<file path="src/rtl/dff_rr_arbiter.sv">
// Round-robin arbiter that grants one requester at a time write access to a
// shared WIDTH-bit register, bounding each ownership to MAX_HOLD captures under contention.
module dff_rr_arbiter #(
    parameter int unsigned N        = 4,
    parameter int unsigned WIDTH    = 8,
    parameter int unsigned MAX_HOLD = 4
) (
    input  logic                 clk,
    input  logic                 rst,
    input  logic [N-1:0]         req,
    input  logic [N*WIDTH-1:0]   d_in,
    output logic [N-1:0]         gnt,
    output logic [WIDTH-1:0]     q,
    output logic                 q_valid,
    output logic [$clog2(N)-1:0] q_owner,
    output logic                 busy
);

    localparam int unsigned OW = $clog2(N);
    localparam int unsigned HW = $clog2(MAX_HOLD + 1);

    typedef enum logic {
        S_IDLE,
        S_OWN
    } state_t;

    state_t           r_state;
    logic [N-1:0]     r_gnt;
    logic [WIDTH-1:0] r_q;
    logic             r_q_valid;
    logic [OW-1:0]    r_q_owner;
    logic [OW-1:0]    r_owner;
    logic [OW-1:0]    r_ptr;
    logic [HW-1:0]    r_hold;
    logic             r_busy;

    logic             w_found;
    logic [OW-1:0]    w_sel;
    logic [N-1:0]     w_owner_mask;
    logic             w_owner_req;
    logic             w_others;
    logic [HW:0]      w_hold_inc;
    logic             w_last;
    logic [HW-1:0]    w_hold_next;
    logic [OW-1:0]    w_ptr_next;
    logic [WIDTH-1:0] w_slice;

    // First set request bit searching upward from the pointer, wrapping modulo N.
    always_comb begin
        w_found = 1'b0;
        w_sel   = '0;
        for (int unsigned i = 0; i < N; i++) begin
            if (!w_found && req[(32'(r_ptr) + i) % N]) begin
                w_found = 1'b1;
                w_sel   = OW'((32'(r_ptr) + i) % N);
            end
        end
    end

    always_comb begin
        w_owner_mask = N'(1) << r_owner;
        w_owner_req  = req[r_owner];
        w_others     = |(req & ~w_owner_mask);
        w_hold_inc   = {1'b0, r_hold} + (HW+1)'(1);
        // Saturated holders still yield on the next capture once someone else waits.
        w_last       = (w_hold_inc >= (HW+1)'(MAX_HOLD)) && w_others;
        w_hold_next  = (w_hold_inc > (HW+1)'(MAX_HOLD)) ? HW'(MAX_HOLD) : w_hold_inc[HW-1:0];
        w_ptr_next   = (r_owner == OW'(N - 1)) ? '0 : r_owner + OW'(1);
        w_slice      = d_in[32'(r_owner)*WIDTH +: WIDTH];
    end

    always_ff @(posedge clk or posedge rst) begin
        if (rst) begin
            r_state   <= S_IDLE;
            r_gnt     <= '0;
            r_q       <= '0;
            r_q_valid <= 1'b0;
            r_q_owner <= '0;
            r_owner   <= '0;
            r_ptr     <= '0;
            r_hold    <= '0;
            r_busy    <= 1'b0;
        end else begin
            case (r_state)
                S_IDLE: begin
                    r_q_valid <= 1'b0;
                    if (w_found) begin
                        r_gnt   <= N'(1) << w_sel;
                        r_owner <= w_sel;
                        r_hold  <= '0;
                        r_busy  <= 1'b1;
                        r_state <= S_OWN;
                    end else begin
                        r_gnt   <= '0;
                        r_busy  <= 1'b0;
                    end
                end
                S_OWN: begin
                    if (w_owner_req) begin
                        r_q       <= w_slice;
                        r_q_owner <= r_owner;
                        r_q_valid <= 1'b1;
                        r_hold    <= w_hold_next;
                        if (w_last) begin
                            r_gnt   <= '0;
                            r_ptr   <= w_ptr_next;
                            r_busy  <= 1'b0;
                            r_state <= S_IDLE;
                        end
                    end else begin
                        r_q_valid <= 1'b0;
                        r_gnt     <= '0;
                        r_ptr     <= w_ptr_next;
                        r_busy    <= 1'b0;
                        r_state   <= S_IDLE;
                    end
                end
                default: begin
                    r_gnt   <= '0;
                    r_busy  <= 1'b0;
                    r_state <= S_IDLE;
                end
            endcase
        end
    end

    assign gnt     = r_gnt;
    assign q       = r_q;
    assign q_valid = r_q_valid;
    assign q_owner = r_q_owner;
    assign busy    = r_busy;

    a_gnt_onehot0 : assert property (@(posedge clk) disable iff (rst) $onehot0(r_gnt));
    a_gnt_in_own  : assert property (@(posedge clk) disable iff (rst)
                                     (r_gnt != '0) |-> (r_state == S_OWN && r_gnt[r_owner]));

endmodule

</file>
<file path="config.mk">
export PLATFORM = sky130hd
export DESIGN_NAME = dff_rr_arbiter
export DESIGN_NICKNAME = d
export VERILOG_FILES = /design/src/rtl/dff_rr_arbiter.sv
export SDC_FILE = /design/constraint.sdc
export NUM_CORES = 1
export LEC_CHECK = 0
export CAP_MARGIN = 40
export CORE_AREA = 4 4 63 65
export CTS_CLUSTER_SIZE = 40
export DETAILED_ROUTE_END_ITERATION = 8
export DIE_AREA = 0 0 67 69
export DONT_BUFFER_PORTS = 1
export PLACE_DENSITY = 0.64
export SYNTH_ARGS = -nofsm -noshare
export SYNTH_HDL_FRONTEND = slang
export SYNTH_SLANG_ARGS = --single-unit
</file>
<file path="constraint.sdc">
create_clock -name clk -period 3.19 [get_ports clk]
set_clock_uncertainty 0.2 [all_clocks]
set_input_delay 0.1595 -clock clk [delete_from_list [all_inputs] [get_ports clk]]
set_output_delay 0.1595 -clock clk [all_outputs]
set_load 0.05 [all_outputs]
</file>
== Word level (Yosys, flattened, before mapping) ==
Cells that the tools add are included.

* Register bits: 24
* Input bits: 38
* Output and inout port bits: 16

* Add/sub/neg operators: 5
* Magnitude comparators: 7
* Equality and inequality tests: 5
* Shift-type cells: 3
* Muxes and demuxes: 38
* Bitwise logic cells: 3
* Reductions and logical operators: 12

{| class="wikitable"
|+ Operators with widths
! cell !! count
|-
| $shiftx 32x6->8 || 1
|-
| $lt 2x3->1 const B || 5
|-
| $mux 1 || 15
|-
| $mux 2 || 7
|-
| $mux 4 || 3
|-
| $bmux 1 s2 || 5
|-
| $mux 3 || 3
|-
| $pmux 4 s2 || 1
|-
| $reduce_and 2->1 || 4
|-
| $shl 1x2->4 const A || 2
|-
| $pmux 1 s2 || 3
|-
| $pmux 3 s2 || 1
|-
| $add 2x1->2 const B || 2
|-
| $add 2x2->2 const B || 2
|-
| $add 3x1->4 const B || 1
|-
| $and 4x4->4 || 1
|-
| $ge 4x3->1 const B || 1
|-
| $gt 4x3->1 const B || 1
|-
| $logic_and 1x1->1 || 4
|-
| $ne 2x1->1 const B || 2
|-
| $not 4->4 || 1
|-
| $reduce_or 4->1 || 1
|-
| $logic_not 1->1 || 3
|-
| $ne 3x2->1 const B || 1
|-
| other kinds (3) || 3
|}

== Longest topological paths before layout ==
Gate-level depths: netlist of the first run.

* Depth after elaboration: 15
* Gate-level depth with buffers: 8

== Worst setup path after synthesis of the first run ==
Ideal clock, no wire load.

* Path kind: reg2reg
* From: reg r_owner[0]
* To: reg r_gnt[0], in the netlist gnt[0]
* Library setup time: 121 ps
* Arrival time: 1767 ps
* Slack: 1102 ps
* Cell stages (with the launch flop): 9
* Path buffers: 2
* Clock period less this slack: 2088 ps
* Cell sequence: dfrtp_1 > buf_6 > buf_2 > inv_1 > ha_1 > nand2b_1 > o2111a_1 > o21a_1 > a22o_1

* Cells in the longest elaborated chain, start to end: 6
* Elaborated cells between the ends (all ways): 10
* Classes of those cells: 1 x eq/ne; 1 x shift; 4 x mux; 2 x bitwise; 2 x reduce/logical

{| class="wikitable"
|+ Ends and longest elaborated chain
! element !! line !! source
|-
| from (decl) || 32 || <nowiki>logic [OW-1:0] r_owner;</nowiki>
|-
| from (signal assigned) || 89 || <nowiki>r_owner <= w_sel;</nowiki>
|-
| $shl 1x2->4 || 61 || <nowiki>w_owner_mask = N'(1) << r_owner;</nowiki>
|-
| $not 4->4 || 63 || <nowiki>w_others = |(req & ~w_owner_mask);</nowiki>
|-
| $and 4x4->4 || 63 ||
|-
| $reduce_or 4->1 || 63 ||
|-
| $logic_and 1x1->1 || 66 || <nowiki>w_last = (w_hold_inc >= (HW+1)'(MAX_HOLD)) && w_others;</nowiki>
|-
| $ne 3x2->1 (no source line) || n/a ||
|-
| to (signal assigned) || 88 || <nowiki>r_gnt <= N'(1) << w_sel;</nowiki>
|-
| to (decl) || 28 || <nowiki>logic [N-1:0] r_gnt;</nowiki>
|}

Parallel ways exist; a longest one is shown, timed or not. The select of a mux whose other input is x is not followed.
A chain may end at the register's enable or synchronous reset.

== Final worst setup path of the first run ==
* From: reg r_owner[0]
* To: reg r_q[7], in the netlist q[7]

* Cells in the longest elaborated chain, start to end: 3
* Elaborated cells between the ends (all ways): 4
* Classes of those cells: 1 x shift; 2 x mux; 1 x reduce/logical

{| class="wikitable"
|+ Ends and longest elaborated chain
! element !! line !! source
|-
| parallel branches: the longest is 3 deep, another holds $shiftx 32x6->8 || n/a ||
|-
| to (signal assigned) || 100 || <nowiki>r_q <= w_slice;</nowiki>
|-
| to (decl) || 29 || <nowiki>logic [WIDTH-1:0] r_q;</nowiki>
|}

Several ways; the timed one is not identified. The select of a mux whose other input is x is not followed.

==> results.py, run 1 <==
metrics = {
    "run_status": {
        "outcome": "finished clean",
    },
    "logic_synthesis": {
        "synth_edf_count": 0,
        "syn_area_um2": 1440,
        "yosys_warnings": 0,
        "syn_nets": 158,
        "synthCells": 115,
        "synth-seq-area-share": 0.4170,
        "ys_ff_latch": 24,
        "synth_area_per_cell_um2": 12.52,
        "ys.flop_type": "dfrtp_1",
        "synth-async-reset-ratio": 1.000,
        "ys_types": 37,
    },
    "critical_path": {
        "cp_top_family": "buffers and inverters",
        "path_class": "flip-flop to flip-flop",
        "critPathLaunchType": "flip-flop",
        "endpoint_kind": "flip-flop",
        "crit_buf_inv": 2,
        "rr_startpoint": "r_owner[0]",
        "crit_start": "r_owner[0]",
        "crit_required_ns": 3.20,
        "cp_slowest_stage_delay_ns": 0.68,
        "cp_slowest_cell": "dfrtp_1",
        "worstPathMaxFanout": 9,
        "worstPathArrival_ns": 2.61,
        "path_cells": "buf_4 -> mux4_2 -> dlygate4sd3_1 -> mux2_4",
    },
    "drt": {
        "wl_per_cell_um": 19.58,
        "vias": 1025,
        "drt_iter0_markers": 55,
        "wl_um": 3407,
        "antenna_left": 0,
        "via_per_inst": 5.891,
        "drc": 0,
        "drt_first_pass_iters": 4,
    },
    "layout": {
        "final_cell_mix": "dfrtp_1 (24), dlygate4sd3_1 (14), mux4_2 (9)",
        "num-nets-final": 173,
        "fin_util": 0.4927,
        "ff_latch_area_um2": 600.6,
        "drive_above_1_share": 0.2109,
        "multi_input_area_um2": 758.2,
        "area_delta_synth_final_pct": 14.16,
        "num_antenna_cells": 0,
        "final_common_cell": "dfrtp_1",
        "nFillCells": 305,
    },
    "die": {
        "rows": 21,
        "core_um2": 3337,
        "initial_utilization": 0.4316,
        "die-area_um2": 4623,
        "chipWidth_um": 67,
        "die_y_um": 69,
        "io_pins": 54,
    },
    "clock_network": {
        "post_cts_resized": 0,
        "post_cts_buffers": 0,
        "clk_latency_ns": 0.31,
        "cts_tree": "done",
        "clock_sinks": 24,
        "cts_buffers": 3,
        "hold_buffers": 8,
        "h-tree-depth": 1,
        "cts_buffer_depth": 2,
        "clk_pin_slew_ns": 0.13,
        "root_buffer": "clkbuf_4",
    },
    "run": {
        "cap_violations": 0,
    },
    "power": {
        "p_per_area_nw_per_um2": 1093,
        "cellLeakagePower_nw": 0.6977,
        "ir_worst_vdd_mv": 0.4783,
    },
    "sta": {
        "slew_headroom": 0.5377,
        "finalSetupViolations": 0,
        "rsz0062_at_grt": "false",
        "finalHoldViolations": 0,
        "fmax_ghz": 0.3843,
        "fin_tns_setup_ns": 0,
        "worst_slew_pin_slew_ns": 0.6935,
        "min_period_ns": 2.602,
        "period_share": 0.8156,
        "report.final.slew_viol_count": 0,
    },
    "global_routing": {
        "grt_pass1_vias": 1068,
        "grt_max_degree": 23,
        "grt_pass1_wl_um": 5354,
        "overflow": 0,
        "grt_usage": 0.1501,
        "antenna_found_initial": 0,
    },
    "placed_design": {
        "hpwl_um": 2377,
        "io_buffers": 0,
        "place_congestion": 0.7757,
    },
    "hold_path": {
        "min_path_type": "input port to flip-flop",
        "worstHoldStart": "d_in[6]",
    },
}
## worst paths after layout
kind	cells after the start	slack, ns	to
max	4	0.59	q[7]
min	2	0.02	q[6]
max reg2reg	4	0.59	q[7]
min reg2reg	1	0.32	r_hold[0]
max in group asynchronous	3	2.07	q[0]
min in group asynchronous	3	0.16	q_owner[1]
## stage by stage
step           hold WS (ns)  area, um2  total power [mW]  instances  setup slack, ns
2_1_floorplan      -0.02588       1440             1.506        115            1.102
3_5_place_dp        -0.2431       1481             1.612        157           0.8511
4_1_cts            0.001141       1584             1.781        168           0.8015
3_3_place_gp        0.07546       1454             1.569        156           0.9154
5_1_grt            0.006019       1644             1.919        174           0.5063
6_report            0.01662       1644             1.796        174           0.5881
## flip-flops by register name, indices dropped and copies added (netlist names)
register and cells:
q_valid 1, r_owner 2, q 8, r_state 1
r_ptr 2, r_hold 3, q_owner 2, busy 1
gnt 4
## final cells by class
type,count,area share
clock buffers,3,0.01370
inverters,8,0.01826
multi-input cells,77,0.4612
flip-flops and latches,24,0.3653
well taps,46,0.03501
repair buffers,16,0.1065
## power by group
group / total, mW / internal, mW / switching (mW)
Combinational: 0.717 / 0.419 / 0.298
Sequential: 0.948 / 0.442 / 0.506
Clock: 0.131 / 0.0442 / 0.0869
## cell usage after synthesis, types with 2 or more instances
cell type  number  share of area
dfrtp_1        24           0.42
o2bb2ai_1       2          0.012
nand2_1         7          0.018
mux2_4          6          0.063
mux4_2          9           0.14
o21ai_0         7          0.024
buf_6           2          0.016
nand2b_1        4          0.017
inv_1           8          0.021
ha_1            5          0.043
o21a_1          4          0.021
a21o_1          2          0.010
mux2_2          5          0.039
nor2b_1         2         0.0087
nor2_1          2         0.0052
a22o_1          4          0.024
o211ai_1        2          0.010
## kinds of logic (layout without fill, tap and decap cells)
logic type,Yosys count,after routing,synth area share
muxes,21,21,0.2493
adders and majority gates,5,5,0.04344
AOI/OAI and AO/OA,31,31,0.1642
DFF,24,24,0.4170
and+or+nand+nor,20,20,0.06951
buffers and inverters,14,27,0.05646
## per-layer routing
layer	vias to the layer above	part of all wire	wire (um)	GRT usage
met1	502	0.40	1377	0.1925
met2	58	0.46	1579	0.2391
met4	0	0.016	53	0.04955
met3	7	0.12	397	0.04383
met5	-	0	0	0
li1	458	-	-	-
No activity file was read; power rests on OpenSTA's default activity.
==> run 2: changes to the inputs <==
- ABC_AREA: not set -> 1
- CORE_AREA: 4 4 63 65 -> 4 4 67 69
- DIE_AREA: 0 0 67 69 -> 0 0 71 73
- PLACE_DENSITY: 0.64 -> 0.65
- clock period: 3.19 -> 2.2 ns (I/O delays scaled with it)
==> run 2 against run 1 <==
Sequential cell count unchanged. Design area increased by 19%. Critical path depth is 3 higher. Sequential share of layout area down 5.6 points. Non-clock buffer count is 8 higher. Synthesized area grew 14%. First-iteration DRC count is 18% higher. Global-route usage up 0.90 points. Wire length rose by 16%. Highest routed layer unchanged.
==> results.py, run 2 <==
metrics = {
    "run_status": {
        "outcome": "finished clean",
    },
    "critical_path": {
        "crit_buf_inv": 3,
        "path_cells": "inv_1 -> buf_4 -> nor2_1 -> o22ai_1 -> dlygate4sd3_1 -> nand2_1 -> nand2_1",
        "cp_slowest_cell": "dlygate4sd3_1",
        "cp_slowest_stage_delay_ns": 0.58,
        "crit_required_ns": 2.21,
        "endpoint_kind": "flip-flop",
        "worstPathMaxFanout": 17,
        "critPathLaunchType": "flip-flop",
        "worstPathArrival_ns": 2.05,
        "cp_top_family": "buffers and inverters",
        "path_class": "flip-flop to flip-flop",
        "crit_path_frequent_cell": "nand2_1",
    },
    "placed_design": {
        "place_congestion": 0.7841,
        "io_buffers": 0,
        "place_worst_setup_slack_ns": 0.1883,
        "placed_cell_area_um2": 1705,
        "hpwl_um": 3004,
    },
    "drt": {
        "drt_first_pass_iters": 5,
        "wl_um": 3951,
        "via_per_inst": 5.232,
        "wl_per_cell_um": 13.26,
        "antenna_left": 0,
        "vias": 1559,
        "drt_iter0_markers": 65,
        "drc": 0,
    },
    "global_routing": {
        "grt_usage": 0.1592,
        "antenna_found_initial": 0,
        "grt_pass1_wl_um": 6644,
        "grt_pass1_vias": 1515,
        "overflow": 0,
        "grt_max_degree": 18,
    },
    "logic_synthesis": {
        "ys_types": 26,
        "yosys.area.top_type": "dfrtp_1",
        "ys_ff_latch": 24,
        "synth_fa_ha_area_frac": 0.03820,
        "synth-async-reset-ratio": 1.000,
        "synth-seq-area-share": 0.3667,
        "synthCells": 229,
        "synth-xor-area-share": 0,
        "synth_top_family_by_area": "simple AND/OR/NAND/NOR gates",
        "syn_area_um2": 1638,
        "synth_mux_area_frac": 0,
        "synth.top_cells.by_count": "nand2_1 (75), dfrtp_1 (24), o21ai_0 (21)",
        "synth-simple-area-share": 0.3911,
        "syn_nets": 272,
        "synth_compound_area_frac": 0.1291,
        "synth_most_common_cell": "nand2_1",
        "ys.flop_type": "dfrtp_1",
        "synth_edf_count": 0,
        "yosys-top-cells-area": "dfrtp_1 (37%), nand2_1 (17%), o21ai_0 (6.4%)",
        "yosys_warnings": 0,
        "synth_area_per_cell_um2": 7.152,
        "synth_top_area_frac": 0.3667,
    },
    "clock_network": {
        "clock_sinks": 24,
        "root_buffer": "clkbuf_8",
        "clk_pin_slew_ns": 0.09,
        "cts_buffers": 3,
        "cts_tree": "done",
        "h-tree-depth": 1,
        "cts_buffer_depth": 2,
        "post_cts_buffers": 0,
        "clk_latency_ns": 0.26,
    },
    "hold_path": {
        "min_path_type": "input port to flip-flop",
    },
    "sta": {
        "period_share": 0.9285,
        "setup_ws_ns": 0.1574,
        "report.final.slew_viol_count": 0,
        "worst_slew_pin_slew_ns": 0.5058,
        "min_period_ns": 2.043,
        "rsz0062_at_grt": "false",
        "fin_tns_setup_ns": 0,
        "slew_headroom": 0.6628,
        "finalHoldViolations": 0,
        "finalSetupViolations": 0,
        "fmax_ghz": 0.4896,
    },
    "layout": {
        "final_area_um2": 1949,
        "num_antenna_cells": 0,
        "ff_latch_area_um2": 603.1,
        "fin_util": 0.4981,
        "nFillCells": 390,
        "area_delta_synth_final_pct": 19.02,
        "num-nets-final": 292,
        "drive_above_1_share": 0.1573,
        "final_cell_mix": "nand2_1 (75), dfrtp_1 (22), o21ai_0 (21)",
        "largest_reg_flops": 8,
        "multi_input_area_um2": 914.6,
        "final_common_cell": "nand2_1",
    },
    "power": {
        "cellLeakagePower_nw": 0.9949,
        "ir_worst_vdd_mv": 0.8142,
        "p_per_area_nw_per_um2": 1794,
    },
    "die": {
        "die_y_um": 73,
        "core_um2": 3914,
        "rows": 23,
        "initial_utilization": 0.4185,
        "die-area_um2": 5183,
        "io_pins": 54,
        "chipWidth_um": 71,
    },
    "run": {
        "cap_violations": 0,
    },
}
[run 2: cell count changes in the layout (fill, tap and decap cells not counted), moves of 11 or more]
cell,delta
o21ai_0,+14
nand2_1,+68
nand2_2,+11
nand3_1,+15
nor2_1,+15
[run 2: kinds of logic (layout without fill, tap and decap cells)]
family,after synthesis,after routing
AND/OR/NAND/NOR,134,134
AO/OA/AOI/OAI,39,39
buffers and inverters,27,46
flip-flops,24,24
adder cells (fa/ha/maj),5,5
[run 2: layout make-up]
cell class	instances	area share
Clock inverter	1	0.01540
Sequential cell	24	0.3094
Inverter	18	0.03466
Timing Repair Buffer	24	0.1181
Multi-Input combinational cell	178	0.4692
Tap cell	50	0.03209
Clock buffer	3	0.02118
[run 2: where the power goes]
group	total, mW	internal, mW	switching (mW)
Clock	0.382	0.243	0.139
Sequential	1.25	0.636	0.612
Combinational	1.87	0.738	1.13
Total	3.50	1.62	1.88
[run 2: path summary, 6_finish.rpt]
kind / from / endpoint / slack, ns / cells after the start
setup / recovery: r_owner[0] / q[3] / 0.16 / 7
hold / removal: req[3] / r_ptr[1] / 0.06 / 5
setup reg to reg: r_owner[0] / q[3] / 0.16 / 7
hold reg to reg: r_hold[1] / r_hold[1] / 0.35 / 2
max in group asynchronous: rst / r_ptr[0] / 1.22 / 3
min in group asynchronous: rst / q[0] / 0.11 / 2
[run 2: metal layers]
layer,routed length [um],GRT usage
met2,1904,0.2853
met4,14,0.03967
met5,0,0
met3,304,0.04545
met1,1727,0.1875
[run 2: timing repair]
item,in CTS,in global routing
endpoints found under the setup margin,0,6
hold buffers,17,0
resized for setup,0,2
hold endpoints to repair,32,0
[run 2: worst min-delay path, cell delays in order]
cell,delay [ns]
a21oi_1,0.04
o21ai_0,0.10
nand3_1,0.11
nand3_1,0.08
nand2_1,0.05
[run 2: through the flow]
stage	total power, mW	cells	hold WS, ns
floorplan	2.632	229	-0.07538
global placement	2.954	276	0.04164
detailed placement	2.986	277	-0.1366
CTS	3.505	298	0.04894
global route	3.822	298	0.1423
finish	3.497	298	0.06409
